===== config.mk =====
export PLATFORM = sky130hd
export DESIGN_NAME = decimal_print
export DESIGN_NICKNAME = d
export VERILOG_FILES = /design/src/rtl/decimal_print_pkg.sv /design/src/rtl/decimal_print_div10_serial.sv /design/src/rtl/decimal_print.sv
export SDC_FILE = /design/constraint.sdc
export NUM_CORES = 1
export LEC_CHECK = 0
export CORE_MARGIN = 4
export CORE_UTILIZATION = 64
export CTS_CLUSTER_DIAMETER = 120
export DETAILED_ROUTE_END_ITERATION = 12
export PLACE_DENSITY_LB_ADDON = 0.25
export SLEW_MARGIN = 40
export SYNTH_ARGS = -nofsm -noshare
export SYNTH_HDL_FRONTEND = slang
export SYNTH_SLANG_ARGS = --single-unit

===== constraint.sdc =====
create_clock -name clk -period 4.2 [get_ports clk]
set_input_delay 0.63 -clock clk [delete_from_list [all_inputs] [get_ports clk]]
set_output_delay 0.63 -clock clk [all_outputs]
set_load 0.005 [all_outputs]

===== src/rtl/decimal_print_pkg.sv =====
// Shared types and ASCII constants for the decimal printer and its serial divider.
package decimal_print_pkg;

  typedef enum logic [2:0] {
    ST_READ,
    ST_DIV,
    ST_PUSH,
    ST_SIGN,
    ST_DIGIT,
    ST_TERM
  } state_t;

  localparam logic [7:0] ASCII_ZERO  = 8'h30;
  localparam logic [7:0] ASCII_MINUS = 8'h2D;
  localparam logic [7:0] ASCII_LF    = 8'h0A;

  // log10(2) ~= 77/256, rounded up: worst-case decimal digits for a b-bit magnitude
  function automatic int calc_digits(input int b);
    return (b * 77 + 255) / 256;
  endfunction

endpackage


===== src/rtl/decimal_print_div10_serial.sv =====
// Restoring divide-by-10, one quotient bit per cycle: start loads, bits cycles later done pulses.
// No backpressure; quotient/rem hold after done until the next start.
module div10_serial #(
  parameter int bits = 16
) (
  input  logic            clk,
  input  logic            rst,
  input  logic            start,
  input  logic [bits-1:0] dividend,
  output logic            busy,
  output logic            done,
  output logic [bits-1:0] quotient,
  output logic [3:0]      rem
);

  localparam int CW = $clog2(bits + 1);

  logic [bits-1:0] q_q, q_d;
  logic [4:0]      r_q, r_d;
  logic [5:0]      r_sh;
  logic [CW-1:0]   cnt_q, cnt_d;
  logic            busy_q, busy_d;

  always_comb begin
    q_d    = q_q;
    r_d    = r_q;
    cnt_d  = cnt_q;
    busy_d = busy_q;
    r_sh   = {r_q, q_q[bits-1]};
    if (start) begin
      q_d    = dividend;
      r_d    = '0;
      cnt_d  = CW'(bits);
      busy_d = 1'b1;
    end else if (busy_q) begin
      // dividend bits shift out of the top of q while quotient bits enter at the bottom
      if (r_sh >= 6'd10) begin
        r_d = 5'(r_sh - 6'd10);
        q_d = {q_q[bits-2:0], 1'b1};
      end else begin
        r_d = 5'(r_sh);
        q_d = {q_q[bits-2:0], 1'b0};
      end
      cnt_d = cnt_q - 1'b1;
      if (cnt_q == CW'(1)) busy_d = 1'b0;
    end
  end

  always_ff @(posedge clk or negedge rst) begin
    if (!rst) begin
      q_q    <= '0;
      r_q    <= '0;
      cnt_q  <= '0;
      busy_q <= 1'b0;
    end else begin
      q_q    <= q_d;
      r_q    <= r_d;
      cnt_q  <= cnt_d;
      busy_q <= busy_d;
    end
  end

  assign busy     = busy_q;
  assign done     = busy_q && (cnt_q == CW'(1));
  assign quotient = q_q;
  assign rem      = r_q[3:0];

endmodule


===== src/rtl/decimal_print.sv =====
// Prints one integer as ASCII decimal ('-', digits MSD-first, terminator); first byte (bits+1)*n+1 cycles after input.
// out1 holds under backpressure; bytes stream every cycle while out1_ack=1; no new input until the last byte leaves.
module decimal_print
  import decimal_print_pkg::*;
#(
  parameter int         bits      = 16,
  parameter bit         signed_in = 1'b1,
  parameter bit         term_en   = 1'b1,
  parameter logic [7:0] term      = ASCII_LF
) (
  input  logic            clk,
  input  logic            rst,
  input  logic [bits-1:0] in1,
  input  logic            in1_stb,
  output logic            in1_ack,
  output logic [7:0]      out1,
  output logic            out1_stb,
  input  logic            out1_ack
);

  localparam int digits = calc_digits(bits);
  localparam int CNT_W  = $clog2(digits + 1);

  state_t          state_q, state_d;
  logic [CNT_W-1:0] count_q, count_d;
  logic            neg_q, neg_d;
  logic [3:0]      stack_q [digits];
  logic [3:0]      stack_d [digits];
  logic [7:0]      out1_q, out1_d;
  logic            stb_q, stb_d;
  logic            in1_ack_q, in1_ack_d;

  logic            div_start, div_busy, div_done;
  logic [bits-1:0] div_quot;
  logic [3:0]      div_rem;

  logic            in_xfer, out_xfer, neg_in;
  logic [bits-1:0] mag;
  logic [CNT_W-1:0] idx_cur, idx_nxt;
  logic [3:0]      dig_cur, dig_nxt;

  function automatic logic is_emit(input state_t s);
    return (s == ST_SIGN) || (s == ST_DIGIT) || (s == ST_TERM);
  endfunction

  function automatic logic [7:0] char_for(input state_t s, input logic [3:0] d);
    case (s)
      ST_SIGN: return ASCII_MINUS;
      ST_TERM: return term;
      default: return ASCII_ZERO + {4'h0, d};
    endcase
  endfunction

  assign in_xfer  = in1_stb && in1_ack_q;
  assign out_xfer = stb_q && out1_ack;
  assign neg_in   = signed_in && in1[bits-1];
  // most-negative input negates to itself, which is the correct unsigned magnitude
  assign mag      = neg_in ? (bits'(0) - in1) : in1;

  div10_serial #(.bits(bits)) u_div (
    .clk      (clk),
    .rst      (rst),
    .start    (div_start),
    .dividend (state_q == ST_READ ? mag : div_quot),
    .busy     (div_busy),
    .done     (div_done),
    .quotient (div_quot),
    .rem      (div_rem)
  );

  always_comb begin
    state_d   = state_q;
    count_d   = count_q;
    neg_d     = neg_q;
    stack_d   = stack_q;
    div_start = 1'b0;
    case (state_q)
      ST_READ: begin
        if (in_xfer) begin
          neg_d     = neg_in;
          count_d   = '0;
          div_start = !div_busy;
          state_d   = ST_DIV;
        end
      end
      ST_DIV: begin
        if (div_done) state_d = ST_PUSH;
      end
      ST_PUSH: begin
        if (count_q < CNT_W'(digits)) stack_d[count_q] = div_rem;
        count_d = count_q + 1'b1;
        if (div_quot != '0) begin
          div_start = !div_busy;
          state_d   = ST_DIV;
        end else begin
          state_d = neg_q ? ST_SIGN : ST_DIGIT;
        end
      end
      ST_SIGN: begin
        if (out_xfer) state_d = ST_DIGIT;
      end
      ST_DIGIT: begin
        if (out_xfer) begin
          count_d = count_q - 1'b1;
          if (count_q == CNT_W'(1)) state_d = term_en ? ST_TERM : ST_READ;
        end
      end
      ST_TERM: begin
        if (out_xfer) state_d = ST_READ;
      end
      default: state_d = ST_READ;
    endcase
  end

  // Output register: on a transfer, preload the next state's byte so the stream never bubbles.
  always_comb begin
    idx_cur   = count_q - 1'b1;
    idx_nxt   = count_d - 1'b1;
    dig_cur   = (idx_cur < CNT_W'(digits)) ? stack_q[idx_cur] : 4'h0;
    dig_nxt   = (idx_nxt < CNT_W'(digits)) ? stack_q[idx_nxt] : 4'h0;
    stb_d     = stb_q;
    out1_d    = out1_q;
    in1_ack_d = (state_d == ST_READ);
    if (stb_q) begin
      if (out1_ack) begin
        stb_d = is_emit(state_d);
        if (is_emit(state_d)) out1_d = char_for(state_d, dig_nxt);
      end
    end else if (is_emit(state_q)) begin
      stb_d  = 1'b1;
      out1_d = char_for(state_q, dig_cur);
    end
  end

  always_ff @(posedge clk or negedge rst) begin
    if (!rst) begin
      state_q   <= ST_READ;
      count_q   <= '0;
      neg_q     <= 1'b0;
      stack_q   <= '{default: 4'h0};
      out1_q    <= 8'h00;
      stb_q     <= 1'b0;
      in1_ack_q <= 1'b0;
    end else begin
      state_q   <= state_d;
      count_q   <= count_d;
      neg_q     <= neg_d;
      stack_q   <= stack_d;
      out1_q    <= out1_d;
      stb_q     <= stb_d;
      in1_ack_q <= in1_ack_d;
    end
  end

  assign in1_ack  = in1_ack_q;
  assign out1     = out1_q;
  assign out1_stb = stb_q;

endmodule


Word-level counts from Yosys, hierarchy flattened
Cells that the tools add are included.

Output and inout bits: 10. Word-level logic and storage cells: 113. Register bits: 64. Bits of input ports: 20.

Reductions and logical operators: 18. Equality and inequality tests: 13. Bitwise gates (word level): 3. Order comparisons: 8. Add/subtract/negate cells: 8. Multiplexer cells: 48.

Operators with widths (number): 16-bit 2-to-1 mux (4); 8-bit 2-to-1 mux (4); 3-bit 2-to-1 mux (10); 4-bit 2-to-1 mux (7); 7-bit one-hot mux with 2 select lines (2); 5-bit 2-to-1 mux (5); 4-bit binary-select mux with 3-bit select (2); 20-bit bitwise mux (1); 3-bit one-hot mux with 6 select lines (1); 16-bit nonzero test (1); 1-bit by 16-bit subtractor with 16-bit output (first input constant) (1); 6-bit by 4-bit adder with 7-bit output (first input constant) (2); 4-bit demux with 3-bit select (1); 3-bit == test (second input constant) (4); 4-bit greater-or-equal comparator (second input constant) (3); 3-bit inverter with 4-bit output (3); 3-bit by 2-bit == test with 1-bit output (second input constant) (3); 3-bit less-than comparator (second input constant) (3); 1-bit 2-to-1 mux (9); 3-bit one-hot mux with 3 select lines (1); 3-bit by 1-bit == test with 1-bit output (second input constant) (2); 6-bit by 4-bit greater-or-equal comparator with 1-bit output (second input constant) (1); 3-bit zero test (2); 2-bit AND reduction (3); 14 further kinds (23).

Depth between registers and ports, before layout
Depth in word-level cells: 14. Mapped depth: 12. Mapped depth without buffers: 10.

Cells and area by module
A second synthesis with hierarchy kept.

Cells, all modules: 430. Area total of the unflattened synthesis: 4093.9 um2.

By module, submodules not included: decimal_print (times used 1, area an instance 2728.9 um2, cells each 292, sequential area each 875.8 um2); div10_serial (times used 1, area an instance 1365.1 um2, cells each 138, sequential area each 675.6 um2).

Least setup slack after synthesis
No wires, ideal clock.

Path type: input -> register. Start point: input out1_ack. End point: register out1_q[0] (netlist: out1[0]). Path buffers: 3. Data arrival time: 2.702 ns. Cell stages on the path: 12. Setup time: 0.135 ns. Required time: 4.065 ns. Path slack: 1.363 ns. Path through: buf_2 > nand4b_1 > a21o_1 > mux2i_2 > buf_2 > inv_1 > ha_1 > clkbuf_1 > mux2i_1 > nor2_1 > nor4_1 > o31ai_1.

Longest elaborated chain between the ends: 14. Elaborated cells on any way between the ends: 27. Those cells by class: add/sub (2); order compare (1); eq/ne (5); mux (14); bitwise (1); reduce/logical (4).

Ends and longest elaborated chain: start: declaration (RTL line decimal_print.sv:18) `input logic out1_ack`; 1-bit logical AND * (RTL line decimal_print.sv:55) `assign out_xfer = stb_q && out1_ack;`; 3-bit 2-to-1 mux * (RTL line decimal_print.sv:103) `if (out_xfer) begin`; 3-bit one-hot mux with 3 select lines * (RTL line decimal_print.sv:77) `case (state_q)`; via count_d[0] (RTL line decimal_print.sv:25) `logic [CNT_W-1:0] count_q, count_d;`; 3-bit by 1-bit subtractor with 3-bit output * (RTL line decimal_print.sv:118) `idx_nxt = count_d - 1'b1;`; 3-bit inverter with 4-bit output (implied by the code) (RTL line decimal_print.sv:120) `dig_nxt = (idx_nxt < CNT_W'(digits)) ? stack_q[idx_nxt] : 4'h0;`; 4-bit binary-select mux with 3-bit select (RTL line decimal_print.sv:120); 4-bit 2-to-1 mux (implied by the code) (2 in a row) (RTL line decimal_print.sv:120); 4-bit 2-to-1 mux * (RTL line decimal_print.sv:120); 6-bit by 4-bit adder with 7-bit output * (RTL line decimal_print.sv:50) `default: return ASCII_ZERO + {4'h0, d};`; 7-bit one-hot mux with 2 select lines * (RTL line decimal_print.sv:47) `case (s)`; 8-bit 2-to-1 mux * (RTL line decimal_print.sv:127) `if (is_emit(state_d)) out1_d = char_for(state_d, dig_nxt);`; 8-bit 2-to-1 mux * (RTL line decimal_print.sv:125) `if (out1_ack) begin`; 8-bit 2-to-1 mux * (RTL line decimal_print.sv:124) `if (stb_q) begin`; end signal: assignment (RTL line decimal_print.sv:149) `out1_q <= out1_d;`; end: declaration (RTL line decimal_print.sv:29) `logic [7:0] out1_q, out1_d;`.

The timed path passes the listed nets; every way through them passes the cells marked *. The select of a mux whose other input is x is not followed. A chain may end at the register's enable or synchronous reset.

Final worst setup path
Start point: input out1_ack. End point: register out1_q[1] (netlist: out1[1]).

Longest elaborated chain between the ends: 14. Elaborated cells on any way between the ends: 27. Those cells by class: add/sub (2); order compare (1); eq/ne (5); mux (14); bitwise (1); reduce/logical (4).

Ends and longest elaborated chain (RTL line): 1-bit logical AND (decimal_print.sv:55); 3-bit 2-to-1 mux (decimal_print.sv:103); 3-bit one-hot mux with 3 select lines (decimal_print.sv:77); 3-bit by 1-bit subtractor with 3-bit output (decimal_print.sv:118); 3-bit inverter with 4-bit output (implied by the code) (decimal_print.sv:120); 4-bit binary-select mux with 3-bit select (decimal_print.sv:120); 4-bit 2-to-1 mux (implied by the code) (2 in a row) (decimal_print.sv:120); 4-bit 2-to-1 mux (decimal_print.sv:120); 6-bit by 4-bit adder with 7-bit output (decimal_print.sv:50); 7-bit one-hot mux with 2 select lines (decimal_print.sv:47); 8-bit 2-to-1 mux (decimal_print.sv:127); 8-bit 2-to-1 mux (decimal_print.sv:125); 8-bit 2-to-1 mux (decimal_print.sv:124).

Several ways; a longest one is shown, not always the timed one. The select of a mux whose other input is x is not followed.

==> metrics.txt <==
final WL roughly 8.6 mm; simple-gate share of the synthesized area 22.1%; Starting DRT DRC Count just under 300; RSZ-0062 raised after global routing false; Worst-Skew Late Latency ~0.34 ns; Die Area approximately 7500 µm²; hold slack 0.305 ns; placed cells about 500; First-pass DRT Iterations 5; sequential fraction of the synthesis area between 30% and 40%; #FFs+latches synth between 60 and 70; post_cts resized 0; wire per inst 16.8 µm; fillcell total between 400 and 500; Yosys top cell area share 39.4%; Post-Layout Cell Count a little over 500; worst-margin pin slew around 0.74 ns; Post-Synth XOR/XNOR Area under 10%; GRT Total Usage 25.0%; critical path type input pin to flop; crit share post-route between 80% and 90%; Starting Density roughly two thirds; Leak between 1.5 and 2 nW; drt drc 0; Placer Congestion around 0.83; Layout Nets 462; Root Buffer clkbuf_8; Worst setup EP type flop; crit-path max FO 15; Setup Skew about 0.013 ns; worst vdd ir 0.422 mV; maximum clock rate roughly 0.3 GHz; Area contributors post-synth dfrtp_1 39%, nand2_1 5.7%, o21ai_0 4.6%, mux2_2 3.7%, xnor2_1 3.1%; Worst EP required about 4.4 ns; post-synthesis cell count 418; vias after detailed routing approximately 3,200; min Tclk post-route roughly 3.4 ns; max_cap viols 0; mux cell area share after synthesis about a tenth; CTS buffer count 9; setup bufs post-CTS 0; CP Cell Sequence clkdlybuf4s50_1 -> nand4b_1 -> a21o_1 -> mux2i_2 -> inv_1 -> ha_1 -> mux4_2 -> mux2i_1 -> o21ai_1; PortBufs 27; async set or reset register ratio after synthesis 100%; r2r endpoint out1[1]; number of flops mapped to enable cells by yosys 0; top cell type by total area after synthesis dfrtp_1; CP Data Arrival Time about 3.6 ns; post-synthesis adder-cell area fraction between 2 and 3%; max_slew headroom 50.4%; reg2reg start state_q[1]; pin count of the biggest net entering global routing 35; DIE HEIGHT around 86 µm; Post-Syn Area per Cell approximately 9.4 µm²; most frequent cell after synthesis dfrtp_1; gr ovfl total 0; Worst R2R Path Depth 8; post-route antenna net violation count 0; hold buffer count at cts 0; Placeable Area between 5000 and 6000 µm²; compound-cell area share of the yosys netlist ~17%; CTS H-tree depth 3; clk sinks 62; slowest stage cell, crit path clkdlybuf4s50_1; CTS tree yes; top cells by count, synth 62 x dfrtp_1, 60 x nand2_1, 36 x o21ai_0; biggest cell delay along the critical path roughly 0.66 ns; dominant synthesized flop cell dfrtp_1; Post-Syn Area about 4000 µm²; max-slew violations 0; die width approximately 86 µm; # diodes 0; vias in the first global route 3,131; largest family of logic cells by synthesized area simple AND/OR/NAND/NOR gates; final hold viol count 0; Worst-path clk slew roughly 0.07 ns; Unique masters post-synth 67; initial antenna violation count 0; post-DP HPWL 6.22 mm; Setup TNS 0 ns; status completed; P&R area growth vs syn 12.1%; synth warn 0; mean number of vias per cell slightly above 6; Max Buffers Root-to-Sink 2; Critical Path Start Type input pin; power per cell area approximately 700 nW/µm²; first-pass GRT wire length ~15 mm; setup violators final 0; layout cells sized above 1 between 10% and 20%; Worst R2R Setup Slack roughly 0.89 ns; row cnt 28; I/O pin count 30; Hold/Removal Path Class input pin to async pin
-- stage by stage --
step	util [%]	power [W]	instance area, µm²	setup WS (ns)
after detailed placement	70.4	0.00251	4190	0.435
final	74.1	0.00311	4410	0.788
after floorplan	-	0.00216	3940	1.36
after global routing	74.1	0.00334	4410	0.615
after CTS	74.1	0.00311	4410	0.799
after global placement	70.3	0.00243	4180	0.558
-- layout by cell type (no fill, tap or decap), types with 8 or more instances in the layout --
| cell | count |
|---|---|
| a21oi_1 | 15 |
| clkbuf_8 | 11 |
| clkdlybuf4s50_1 | 26 |
| dfrtp_1 | 62 |
| ha_1 | 8 |
| inv_1 | 13 |
| mux2_2 | 13 |
| mux2i_1 | 12 |
| nand2_1 | 60 |
| nand3_1 | 11 |
| nor2_1 | 24 |
| nor3_1 | 8 |
| o21ai_0 | 36 |
| o21ai_1 | 8 |
| o31ai_1 | 9 |
| xnor2_1 | 14 |
-- cells by family after synthesis --
group | count (synthesis)
other | 1
AO/OA/AOI/OAI | 98
adder cells (fa/ha/maj) | 8
buffers and inverters | 40
AND/OR/NAND/NOR | 158
flip-flops | 62
multiplexers | 31
XOR/XNOR | 20
-- critical path, delay by kind of cell --
kind                       cells  cell delay [ns]
and+or+nand+nor                1             0.16
adders and majority gates      1             0.55
muxes                          3             1.22
AOI/OAI and AO/OA              2             0.30
buffers and inverters          2             0.77
-- final cells by class --
type | count | area, µm² | share of cell area (%)
sequential | 62 | 1550 | 35.1
tap | 75 | 93.8 | 2.13
clock inverter | 3 | 67.6 | 1.53
multi-input combinational | 317 | 2200 | 49.9
inverter | 13 | 48.8 | 1.11
timing repair buffer | 31 | 295 | 6.69
clock buffer | 12 | 155 | 3.51
-- state kept, by name, summed over array words and instances, names as in the netlist --
signal,count
out1_stb,1
out1,6
stack_q,20
neg_q,1
u_div.r_q,5
state_q,3
u_div.busy,1
in1_ack,1
u_div.quotient,16
u_div.cnt_q,5
count_q,3
-- how the worst max path moves through the flow --
| stage | startpoint | to | slack, ns | cells past startpoint |
|---|---|---|---|---|
| after global placement | out1_ack | out1[1] | 0.56 | 9 |
| after detailed placement | out1_ack | out1[1] | 0.44 | 9 |
| after global routing | out1_ack | out1[1] | 0.61 | 9 |
| after floorplan | out1_ack | out1[0] | 1.36 | 12 |
| final | out1_ack | out1[1] | 0.79 | 9 |
| after CTS | out1_ack | out1[1] | 0.80 | 9 |
-- metal layers --
metal  wire length, µm  vias up  GRT usage, %
li1                  -     1527             -
met5                 0        -             0
met4               134        0          9.35
met2              4260      111          41.2
met1              3690     1543          32.4
met3               519       15          5.61
-- power by group --
part / switching, W / internal [W]
Combinational: 0.000736 / 0.000638
Sequential: 0.000314 / 0.000824
Clock: 0.000232 / 0.000364
(Power assumes the default switching activity.)
